$ cat config.mk
export PLATFORM = sky130hd
export DESIGN_NAME = issue_arbiter
export DESIGN_NICKNAME = d
export VERILOG_FILES = /design/src/rtl/issue_arbiter_pkg.sv /design/src/rtl/issue_predecode.sv /design/src/rtl/issue_arbiter.sv
export SDC_FILE = /design/constraint.sdc
export NUM_CORES = 1
export LEC_CHECK = 0
export CELL_PAD_IN_SITES_DETAIL_PLACEMENT = 1
export CELL_PAD_IN_SITES_GLOBAL_PLACEMENT = 2
export CORE_MARGIN = 2
export CORE_UTILIZATION = 22
export CTS_CLUSTER_DIAMETER = 150
export DETAILED_ROUTE_END_ITERATION = 8
export PLACE_DENSITY_LB_ADDON = 0.1
export REMOVE_ABC_BUFFERS = 1
export SLEW_MARGIN = 20
export SYNTH_ARGS = -nofsm -noshare
export SYNTH_HDL_FRONTEND = slang
export SYNTH_SLANG_ARGS = --single-unit
$ cat constraint.sdc
create_clock -name clk -period 3.4 [get_ports clk]
set_input_delay 0.68 -clock clk [delete_from_list [all_inputs] [get_ports clk]]
set_output_delay 0.68 -clock clk [all_outputs]
set_load 0.02 [all_outputs]
$ cat src/rtl/issue_arbiter_pkg.sv
// Shared decode constants, issue-mode encodings and FSM state for the issue arbiter.
// Latency: n/a (definitions only).
// Backpressure: n/a.
package issue_arbiter_pkg;

  // Major opcodes referenced by the predecoder
  localparam logic [5:0] OP_SPECIAL = 6'b000000;
  localparam logic [5:0] OP_REGIMM  = 6'b000001;
  localparam logic [5:0] OP_JAL     = 6'b000011;
  localparam logic [5:0] OP_COP0    = 6'b010000;

  // Dequeue / issue-valid encodings; 2'b10 is never produced
  localparam logic [1:0] ISSUE_NONE   = 2'b00;
  localparam logic [1:0] ISSUE_SINGLE = 2'b01;
  localparam logic [1:0] ISSUE_DUAL   = 2'b11;

  localparam logic [4:0] REG_RA = 5'd31;

  typedef enum logic {
    ST_IDLE    = 1'b0,
    ST_DS_WAIT = 1'b1
  } issue_state_e;

  typedef struct packed {
    logic       is_branch;
    logic       is_mem;
    logic       is_serial;
    logic [4:0] dest;
    logic [4:0] rs;
    logic [4:0] rt;
  } slot_info_t;

endpackage

$ cat src/rtl/issue_predecode.sv
// Per-slot class (branch/mem/serial) and destination/source register decode.
// Latency: combinational.
// Backpressure: none; pure decode.
module issue_predecode
  import issue_arbiter_pkg::*;
(
  input  logic [31:0] inst,
  output slot_info_t  info
);

  logic [5:0] opcode;
  logic [5:0] funct;
  logic       unused_shamt;

  assign opcode       = inst[31:26];
  assign funct        = inst[5:0];
  assign unused_shamt = ^inst[10:6];

  // Classify the instruction and pick its architectural destination
  always_comb begin
    info           = '0;
    info.rs        = inst[25:21];
    info.rt        = inst[20:16];
    info.is_mem    = opcode[5];

    casez (opcode)
      6'b000001, 6'b00001?, 6'b0001??: info.is_branch = 1'b1;
      default:                         info.is_branch = 1'b0;
    endcase

    info.is_serial = (opcode == OP_COP0);

    if (opcode == OP_SPECIAL) begin
      casez (funct)
        6'b00100?:                       info.is_branch = 1'b1;  // JR / JALR
        6'b011???, 6'b0100??, 6'b00110?: info.is_serial = 1'b1;  // mul/div, HI/LO, syscall/break
        default: ;
      endcase
    end

    if (opcode == OP_SPECIAL) begin
      info.dest = inst[15:11];
    end else if (opcode[5:3] == 3'b001 || opcode[5:3] == 3'b100) begin
      info.dest = inst[20:16];
    end else if (opcode == OP_JAL || (opcode == OP_REGIMM && inst[20:17] == 4'b1000)) begin
      info.dest = REG_RA;  // JAL, BLTZAL, BGEZAL link into $31
    end else begin
      info.dest = 5'd0;
    end
  end

endmodule

$ cat src/rtl/issue_arbiter.sv
// Picks 0/1/2 instructions from the queue head per cycle and registers the issue packet.
// Latency: 1 cycle from dequeue (upd_mode_o) to out_*.
// Backpressure: ex_ready_i=0 dequeues nothing and holds the output packet and FSM.
module issue_arbiter
  import issue_arbiter_pkg::*;
(
  input  logic        clk,
  input  logic        rst,
  input  logic        flush_i,
  input  logic [1:0]  iq_supply_valid_i,
  input  logic [63:0] iq_inst_p_i,
  input  logic [63:0] iq_vaddr_p_i,
  input  logic [1:0]  iq_has_exc_p_i,
  input  logic [9:0]  iq_exccode_p_i,
  input  logic        ex_ready_i,
  output logic [1:0]  upd_mode_o,
  output logic [1:0]  out_valid_o,
  output logic [63:0] out_inst_p_o,
  output logic [63:0] out_vaddr_p_o,
  output logic [1:0]  out_exc_p_o,
  output logic [9:0]  out_exccode_p_o,
  output logic [1:0]  out_is_ds_o
);

  slot_info_t   info0;
  slot_info_t   info1;
  issue_state_e state;
  issue_state_e state_nxt;
  logic [1:0]   mode;
  logic [1:0]   is_ds_nxt;
  logic         hazard;
  logic         dual_ok;
  logic         can_go;

  issue_predecode u_pd0 (.inst(iq_inst_p_i[31:0]),  .info(info0));
  issue_predecode u_pd1 (.inst(iq_inst_p_i[63:32]), .info(info1));

  // Slot1 reading what slot0 writes would need a bypass we do not have
  assign hazard = (info0.dest != 5'd0) &&
                  ((info1.rs == info0.dest) || (info1.rt == info0.dest));

  assign dual_ok = (iq_supply_valid_i == 2'b11) && (iq_has_exc_p_i == 2'b00) &&
                   !info0.is_serial && !info1.is_serial &&
                   !(info0.is_mem && info1.is_mem) && !info1.is_branch &&
                   !hazard && (state == ST_IDLE);

  assign can_go = ex_ready_i && !flush_i && rst;

  // Issue decision: how many to dequeue, delay-slot tags and the next FSM state
  always_comb begin
    mode      = ISSUE_NONE;
    is_ds_nxt = 2'b00;
    state_nxt = state;
    if (can_go) begin
      if (state == ST_DS_WAIT) begin
        if (iq_supply_valid_i != 2'b00) begin
          mode      = ISSUE_SINGLE;
          is_ds_nxt = 2'b01;
          state_nxt = ST_IDLE;
        end
      end else if (info0.is_branch && iq_supply_valid_i == 2'b01) begin
        // Hold the branch until its delay slot is in the queue
        mode = ISSUE_NONE;
      end else if (dual_ok) begin
        mode      = ISSUE_DUAL;
        is_ds_nxt = {info0.is_branch, 1'b0};
      end else if (iq_supply_valid_i != 2'b00) begin
        mode = ISSUE_SINGLE;
        if (info0.is_branch) begin
          state_nxt = ST_DS_WAIT;
        end
      end
    end
  end

  assign upd_mode_o = mode;

  // FSM and registered issue packet; reset and flush both drop any pending delay slot
  always_ff @(posedge clk) begin
    if (!rst) begin
      state           <= ST_IDLE;
      out_valid_o     <= 2'b00;
      out_is_ds_o     <= 2'b00;
      out_exc_p_o     <= 2'b00;
      out_inst_p_o    <= '0;
      out_vaddr_p_o   <= '0;
      out_exccode_p_o <= '0;
    end else if (flush_i) begin
      state       <= ST_IDLE;
      out_valid_o <= 2'b00;
      out_is_ds_o <= 2'b00;
      out_exc_p_o <= 2'b00;
    end else if (ex_ready_i) begin
      state           <= state_nxt;
      out_valid_o     <= mode;
      out_is_ds_o     <= is_ds_nxt;
      out_exc_p_o     <= iq_has_exc_p_i & mode;
      out_inst_p_o    <= iq_inst_p_i;
      out_vaddr_p_o   <= iq_vaddr_p_i;
      out_exccode_p_o <= iq_exccode_p_i;
    end
  end

endmodule

## Word-level counts from Yosys, hierarchy flattened

Cells that the tools add are included.

| word-level totals | value |
|---|---|
| logic and storage cells | 97 |
| register bits | 145 |
| output and inout bits | 146 |
| bits of input ports | 146 |

| cells by class | value |
|---|---|
| reductions and logical operators | 34 |
| equality and inequality tests | 24 |
| muxes and demuxes | 28 |
| bitwise gates (word level) | 4 |

Operators by type and width:

| operator | number |
|---|---|
| == test 5 x 3 -> 1 bit (second input constant) | 4 |
| 2-to-1 mux 1 bit | 17 |
| 2-to-1 mux 2 bit | 8 |
| 2-to-1 mux 5 bit | 3 |
| logical AND 1 bit | 13 |
| == test 6 x 1 -> 1 bit (second input constant) | 2 |
| == test 6 x 5 -> 1 bit (second input constant) | 2 |
| zero test 6 bit | 2 |
| OR reduction 3 bit | 4 |
| == test 5 x 1 -> 1 bit (second input constant) | 2 |
| == test 5 bit | 2 |
| == test 4 x 1 -> 1 bit (second input constant) | 2 |
| == test 4 x 3 -> 1 bit (second input constant) | 2 |
| == test 3 x 2 -> 1 bit (second input constant) | 2 |
| == test 6 x 2 -> 1 bit (second input constant) | 1 |
| zero test 1 bit | 6 |
| nonzero test 5 bit | 1 |
| == test 4 bit (second input constant) | 1 |
| AND reduction 2 bit | 2 |
| == test 3 x 1 -> 1 bit (second input constant) | 1 |
| == test 3 bit (second input constant) | 1 |
| logical OR 1 bit | 3 |
| inverter 1 bit | 3 |
| bitwise AND 2 bit | 1 |
| other kinds (5) | 5 |

## Depth between registers and ports, before layout

| depth | value |
|---|---|
| depth after elaboration | 17 |
| depth in mapped cells | 9 |
| mapped depth without buffers | 7 |

## Modules after synthesis

A second synthesis with hierarchy kept.

| unflattened totals | value |
|---|---|
| cell total of the unflattened synthesis | 731 |
| area total of the unflattened synthesis | 6150.9 µm² |

By module, submodules not included:

| module | times used | cells an instance | sequential area each (µm²) | area an instance (µm²) |
|---|---|---|---|---|
| issue_arbiter | 1 | 655 | 2902.8 | 5542.8 |
| issue_predecode | 2 | 38 | 0.0 | 304.0 |

## Worst setup path before layout

No wires, ideal clock.

| path | value |
|---|---|
| kind | input port to output port |
| start | input iq_inst_p_i[17] |
| end | output upd_mode_o[1] |
| arrival time | 2.499 ns |
| stages | 7 |
| data required time | 2.720 ns |
| path slack | 0.221 ns |
| path buffers | 0 |
| cell sequence | or3_1 -> or4b_1 -> a21oi_1 -> o21ai_0 -> and4b_1 -> a311oi_2 -> and2_1 |

| on the way | value |
|---|---|
| word-level cells in the longest chain between the ends | 16 |
| elaborated cells between the ends (all ways) | 18 |
| those cells by class | eq/ne: 3; mux: 7; reduce/logical: 8 |

RTL lines:

| element | RTL line | RTL |
|---|---|---|
| start: declaration | issue_arbiter.sv:11 | `input logic [63:0] iq_inst_p_i,` |
| == test 4 bit | issue_predecode.sv:45 | `end else if (opcode == OP_JAL \|\| (opcode == OP_REGIMM && inst[20:17] == 4'b1000)) begin` |
| logical AND 1 bit | issue_predecode.sv:45 |  |
| logical OR 1 bit | issue_predecode.sv:45 |  |
| 2-to-1 mux 5 bit | issue_predecode.sv:45 |  |
| 2-to-1 mux 5 bit (*) | issue_predecode.sv:43 | `end else if (opcode[5:3] == 3'b001 \|\| opcode[5:3] == 3'b100) begin` |
| 2-to-1 mux 5 bit (*) | issue_predecode.sv:41 | `if (opcode == OP_SPECIAL) begin` |
| == test 5 bit | issue_arbiter.sv:40 | `((info1.rs == info0.dest) \|\| (info1.rt == info0.dest));` |
| logical OR 1 bit | issue_arbiter.sv:40 |  |
| logical AND 1 bit (*) | issue_arbiter.sv:39 | `assign hazard = (info0.dest != 5'd0) &&` |
| zero test 1 bit (*) | issue_arbiter.sv:45 | `!hazard && (state == ST_IDLE);` |
| logical AND 1 bit (*) | issue_arbiter.sv:44 | `!(info0.is_mem && info1.is_mem) && !info1.is_branch &&` |
| logical AND 1 bit (*) | issue_arbiter.sv:45 |  |
| 2-to-1 mux 2 bit (*) | issue_arbiter.sv:64 | `end else if (dual_ok) begin` |
| 2-to-1 mux 2 bit (*) | issue_arbiter.sv:61 | `end else if (info0.is_branch && iq_supply_valid_i == 2'b01) begin` |
| 2-to-1 mux 2 bit (*) | issue_arbiter.sv:55 | `if (state == ST_DS_WAIT) begin` |
| 2-to-1 mux 2 bit (*) | issue_arbiter.sv:54 | `if (can_go) begin` |
| end: declaration | issue_arbiter.sv:16 | `output logic [1:0] upd_mode_o,` |

Every way passes the cells marked *; elsewhere a longest branch is shown, timed or not.

## Worst setup path after layout

| path | value |
|---|---|
| start | input iq_inst_p_i[19] |
| end | output upd_mode_o[1] |

The elaborated chain is that of the path after synthesis.

==> impl_results.rst <==
.. list-table::
   :header-rows: 1

   * - Metric
     - Value
   * - Global route overflow
     - 0
   * - Via total after detailed routing
     - 6108
   * - Highest Clock Rate
     - between 0.2 and 0.3 GHz
   * - TritonCTS clock tree
     - yes
   * - Initial antenna violation count
     - 1
   * - Effective utilization at floorplan
     - 22.6%
   * - Crit path largest cell delay
     - 0.55 ns
   * - Worst path arrival time
     - about 2.8 ns
   * - Static Leakage
     - 3.78 nW
   * - Worst setup SP type
     - input pin
   * - Most common cell type on the critical path
     - sky130_fd_sc_hd__buf_6
   * - Port-buffer cells
     - 291
   * - Final setup vio count
     - 1
   * - Vert. Die Dim
     - 168 µm
   * - H-tree Lvls
     - 4
   * - Type of the tightest min-delay check
     - reg2reg
   * - Die area
     - 28200 µm²
   * - Post-route standard cell area excluding fillers
     - around 10000 µm²
   * - Via count of the first global-routing pass
     - 6399
   * - Category of the most critical setup path
     - in2out
   * - Post-detailed-routing wire length
     - roughly 23000 µm
   * - Post-detail-place hpwl
     - ~16000 µm
   * - Fraction of registers with async set/reset
     - 0%
   * - I/O pin count
     - 292
   * - Number of clock sinks
     - about 150
   * - PnR worst setup slack
     - -0.0792 ns
   * - Number of different library cells in the post-synthesis netlist
     - 44
   * - Run status
     - finished with violations
   * - Clock latency on the worst-skew pair
     - 0.42 ns
   * - First-pass iteration count of the detailed router
     - 4
   * - Ordered cell list for the critical path
     - buf_6, or3_4, or4b_4, a21oi_2, o21ai_1, and4b_1, a311oi_4, and2_4, buf_6
   * - Via-per-instance ratio
     - 4.37
   * - Number of instances in the synthesized netlist
     - about 720
   * - Maximum clock insertion buffer count
     - 2
   * - PwrDens
     - 425 nW/µm²
   * - Number of nets with antenna violations after detailed routing
     - 0
   * - Fraction of the yosys area taken by sequential cells
     - 49.1%
   * - Final period utilization
     - 102%
   * - Diodes inserted
     - 0
   * - Period minus WS final
     - 3.48 ns
   * - Post-synthesis register bit count
     - between 100 and 150
   * - Data required time at the worst endpoint
     - 2.72 ns
   * - Clock buffer count from CTS
     - 17
   * - Final Hold Viols
     - 0
   * - CTS clk-pin slew, worst paths
     - 0.06 ns
   * - Kind of end point of the critical path
     - output pin
   * - Number of max-slew violations in the final report
     - 0
   * - Cell type of the slowest stage on the worst timing path
     - sky130_fd_sc_hd__or4b_4
   * - Cell at the root of the clock tree
     - sky130_fd_sc_hd__clkbuf_16
   * - Standard-cell row count
     - 59
   * - Relative area change from synthesis to final layout
     - 75.9%
   * - First-pass GRT wire length
     - between 30000 and 40000 µm
   * - Failing checks
     - negative setup slack
   * - Mapped cell area
     - 5910 µm²
   * - Unrepaired setup endpoints after global routing
     - true
   * - Worst Setup Slack post-DPL
     - -0.955 ns
   * - Max_slew headroom
     - 53.1%
   * - Layout cells sized above 1
     - 13.8%
   * - Setup skew after layout
     - 0.00452 ns
   * - Maximum number of pins on one net before global-route repair
     - 140
   * - Max-capacitance violation count
     - 0
   * - Number of DRC violations after detailed-routing iteration 0
     - 290
   * - Worst-path fanout max
     - 2
   * - Tightest Pin Transition
     - 0.704 ns
   * - Top_reg_cell synth
     - sky130_fd_sc_hd__dfxtp_1
   * - Post-detailed-route wirelength per cell
     - 16.7 µm
   * - Die X-Extent
     - 168 µm
   * - Number of nets in the layout
     - 1197
   * - Placed inst area
     - 9540 µm²
   * - Routability congestion estimate
     - 0.779
   * - Number of flops mapped to enable cells by yosys
     - 0
   * - Avg Cell Area, Syn
     - a little over 8 µm²
   * - Total of warnings raised by yosys
     - 0
   * - Area of the placeable core
     - roughly 26000 µm²
   * - DRC errors left
     - 0
   * - Tot GR Track Use
     - 16.5%
   * - Number of fill cells
     - 3040
   * - Peak supply drop
     - about 270 µV
==> cells in the mapped netlist, types with 4 or more instances <==
cell type                    n  share of area [%]
sky130_fd_sc_hd__a21oi_1     9               0.76
sky130_fd_sc_hd__nand2b_1    6               0.64
sky130_fd_sc_hd__nand2_1   283                 18
sky130_fd_sc_hd__nor3_1      8               0.68
sky130_fd_sc_hd__or3_1       6               0.64
sky130_fd_sc_hd__a22oi_1     4               0.51
sky130_fd_sc_hd__nor2_1      7               0.44
sky130_fd_sc_hd__dfxtp_1   145                 49
sky130_fd_sc_hd__clkbuf_1   47                3.0
sky130_fd_sc_hd__a21boi_0  139                 18
sky130_fd_sc_hd__inv_1       7               0.44
sky130_fd_sc_hd__o21ai_0     5               0.42
sky130_fd_sc_hd__o31ai_1     7               0.89
==> cells by family after synthesis <==
| logic type | Yosys count | synth area share [%] |
|---|---|---|
| buffers and inverters | 57 | 3.89 |
| AND/OR/NAND/NOR | 327 | 22.6 |
| flip-flops | 145 | 49.1 |
| AO/OA/AOI/OAI | 190 | 23.9 |
| XOR/XNOR | 3 | 0.445 |
==> cell type report <==
| class | count | area [µm²] | share of cell area [%] |
|---|---|---|---|
| Clock buffer | 18 | 439 | 4.22 |
| Clock inverter | 14 | 121 | 1.17 |
| Tap cell | 335 | 419 | 4.03 |
| Sequential cell | 145 | 2900 | 27.9 |
| Multi-Input combinational cell | 520 | 3020 | 29.0 |
| Timing Repair Buffer | 360 | 3470 | 33.4 |
| Inverter | 7 | 26.3 | 0.253 |
==> stage by stage <==
stage / hold WS, ns / std cells / utilization, % / TNS (ns) / power, W
2_1_floorplan: 0.523 / 672 / - / -318.55 / 0.00213
3_3_place_gp: 0.441 / 1360 / 36.4 / -1.30 / 0.00261
3_5_place_dp: 0.445 / 1360 / 36.4 / -1.28 / 0.00261
4_1_cts: 0.461 / 1396 / 39.0 / -0.0912 / 0.00450
5_1_grt: 0.484 / 1399 / 39.7 / -0.116 / 0.00465
6_report: 0.455 / 1399 / 39.7 / -0.0792 / 0.00442
==> what timing repair did <==
item | 4_1_cts | 5_1_grt
setup buffers | 4 | 3
hold endpoints to repair | 0 | 0
hold buffers | 0 | 0
pin swaps | 15 | 14
setup endpoints to repair | 2 | 2
resized for setup | 62 | 31
==> worst max-delay path, delay by kind of cell <==
family,cells,cell delay (ns)
simple gates,4,1.38
compound gates,3,0.54
buf+inv,2,0.20
==> layout by cell type (no fill, tap or decap), types with 3 or more instances in the layout <==
cell type | netlist | final
sky130_fd_sc_hd__a21boi_0 | 139 | 138
sky130_fd_sc_hd__a21oi_1 | 9 | 7
sky130_fd_sc_hd__a22o_1 | 3 | 3
sky130_fd_sc_hd__a22oi_1 | 4 | 3
sky130_fd_sc_hd__buf_12 | 0 | 3
sky130_fd_sc_hd__buf_4 | 0 | 62
sky130_fd_sc_hd__buf_6 | 2 | 9
sky130_fd_sc_hd__clkbuf_16 | 0 | 17
sky130_fd_sc_hd__clkdlybuf4s15_1 | 0 | 3
sky130_fd_sc_hd__clkdlybuf4s50_1 | 0 | 276
sky130_fd_sc_hd__clkinv_4 | 0 | 4
sky130_fd_sc_hd__dfxtp_1 | 145 | 145
sky130_fd_sc_hd__inv_1 | 7 | 7
sky130_fd_sc_hd__inv_6 | 0 | 5
sky130_fd_sc_hd__nand2_1 | 283 | 283
sky130_fd_sc_hd__nand2b_1 | 6 | 5
sky130_fd_sc_hd__nor2_1 | 7 | 5
sky130_fd_sc_hd__nor3_1 | 8 | 6
sky130_fd_sc_hd__o31ai_2 | 0 | 3
sky130_fd_sc_hd__o32ai_2 | 0 | 3
sky130_fd_sc_hd__or3_1 | 6 | 3
sky130_fd_sc_hd__or3_4 | 0 | 3
==> where the power goes <==
| group | switching (W) | total, W | leakage (nW) | internal [W] |
|---|---|---|---|---|
| logic | 0.000371 | 0.000788 | 2.32 | 0.000417 |
| clock network | 0.000845 | 0.00182 | 0.272 | 0.000978 |
| registers | 0.0000366 | 0.00181 | 1.18 | 0.00177 |
==> worst paths after layout <==
kind / to / slack [ns] / cells past startpoint / startpoint
worst min-delay path: out_valid_o[0] / 0.45 / 1 / out_valid_o[0]
worst min register to register: out_valid_o[0] / 0.45 / 1 / out_valid_o[0]
worst max-delay path: upd_mode_o[1] / -0.08 / 9 / iq_inst_p_i[19]
worst max register to register: out_valid_o[1] / 1.56 / 7 / state
==> layer usage <==
metal	global-route usage, %	wire [µm]	up-vias
met4	4.76	280	2
li1	-	-	3054
met3	7.22	2100	19
met5	0	13	-
met1	19.9	10100	2857
met2	26.5	10900	176
==> flip-flops by register name (all words and copies together) (netlist names) <==
name,count
out_inst_p_o,64
out_vaddr_p_o,64
out_exccode_p_o,10
out_exc_p_o,2
out_is_ds_o,2
out_valid_o,2
state,1
No activity file was read; power rests on OpenSTA's default activity.
==> RTL change, RTL diff (same flow settings) <==
Reset style: asynchronous (`rst`), changed in one clocked block.
--- a/src/rtl/issue_arbiter.sv
+++ b/src/rtl/issue_arbiter.sv
@@ -77,5 +77,5 @@
 
   // FSM and registered issue packet; reset and flush both drop any pending delay slot
-  always_ff @(posedge clk) begin
+  always_ff @(posedge clk or negedge rst) begin
     if (!rst) begin
       state           <= ST_IDLE;
Behaviour: differs if rst is asserted again (counterexample within 4 cycles, from zero or initial values and one cycle with rst low); with rst held inactive, the same outputs for 4 cycles.
==> RTL change against the unedited design <==
The flow still finishes with violations (negative setup slack); synthesized area increased by 4.1%; sequential share of layout area increased by 5.6 points; wire length increased by 3.6%; sequential cell count unchanged; worst setup slack improved by 0.067 ns; total power increased by 21%; synthesized cell count decreased by 1.9%; design area increased by 4.1%.
==> RTL change: results (changes against the unedited design) <==
violations in the final reports - negative setup slack
normalized max-slew margin - 0.463 (-0.0681)
antenna diode count - 1 (+1)
total global routing track utilization - 0.165 (+0.000782)
Crit path max-delay family - compound AO/OA/AOI/OAI gates
status - complete, but fails checks
Worst path max stage delay - 0.39 ns (-0.16 ns)
commonest cells in the netlist - sky130_fd_sc_hd__nand2_1, sky130_fd_sc_hd__dfrtp_1, sky130_fd_sc_hd__clkbuf_1
Switching Power - 1.64 mW (+31%)
power in sequential cells - 2.03 mW (+12%)
cell with the largest stage delay on the worst path - sky130_fd_sc_hd__a221o_1
number of standard cells in the layout, taps in and fillers out - 1462 (+4.5%)
reg2reg path depth - 8 (+1)
number of DRC violations after detailed-routing iteration 0 - 233 (-20%)
worst slack after detailed placement - -1.09 ns (-0.138 ns)
fillcell total - 3218 (+5.9%)
pin count of the biggest net entering global routing - 148 (+5.7%)
wire length of the first global-routing pass - 36700 um (+1.1%)
vias - 6132 (+0.39%)
XOR/XNOR share of the synthesized area - 0.00285 (-0.00160)
smallest hold slack - 0.453 ns (-0.00212 ns)
count of clock-net buffers in the final layout - 19 (+1)
clock power share - 0.359 (-0.053)
Worst Clk Skew - 0.00360 ns (-0.000913 ns)
synth top area cells - sky130_fd_sc_hd__dfrtp_1, sky130_fd_sc_hd__nand2_1, sky130_fd_sc_hd__clkbuf_1
register-to-register setup slack - 1.14 ns (-0.42 ns)
detailed-route wire length - 24200 um (+3.6%)
DR WL met2 - 11300 um (+3.9%)
met3 wire length - 1770 um (-16%)
Critical path origin - iq_inst_p_i[17]
detailed-placement wirelength estimate - 17200 um (+7.8%)
setup slack of the critical path after layout - -0.0125 ns (+0.0666 ns)
final-layout setup total negative slack - -0.0125 ns (+0.0666 ns)
classification of the worst-slack hold path - input pin to asynchronous set/reset pin
cells resized by post-CTS repair - 71 (+15%)
count of final setup violators - 1 (unchanged)
synthesized area per cell - 8.69 um^2 (+6.2%)
compound-cell area share of the yosys netlist - 0.0811 (-0.158)
clock network area share - 0.0541 (+0.000180)
static power due to leakage - 5.11 nW (+35%)
==> RTL change: cell count changes after synthesis, moves of 4 or more <==
| cell | change |
|---|---|
| sky130_fd_sc_hd__nor3_1 | -7 |
| sky130_fd_sc_hd__o31ai_1 | -5 |
| sky130_fd_sc_hd__o21ai_0 | +10 |
| sky130_fd_sc_hd__dfxtp_1 | -145 |
| sky130_fd_sc_hd__nand2_1 | +112 |
| sky130_fd_sc_hd__inv_1 | +7 |
| sky130_fd_sc_hd__nor3_2 | +4 |
| sky130_fd_sc_hd__nor2_1 | +7 |
| sky130_fd_sc_hd__buf_1 | +4 |
| sky130_fd_sc_hd__nand3_1 | +6 |
| sky130_fd_sc_hd__dfrtp_1 | +145 |
| sky130_fd_sc_hd__clkbuf_1 | -20 |
| sky130_fd_sc_hd__or3_1 | -5 |
| sky130_fd_sc_hd__a21boi_0 | -139 |
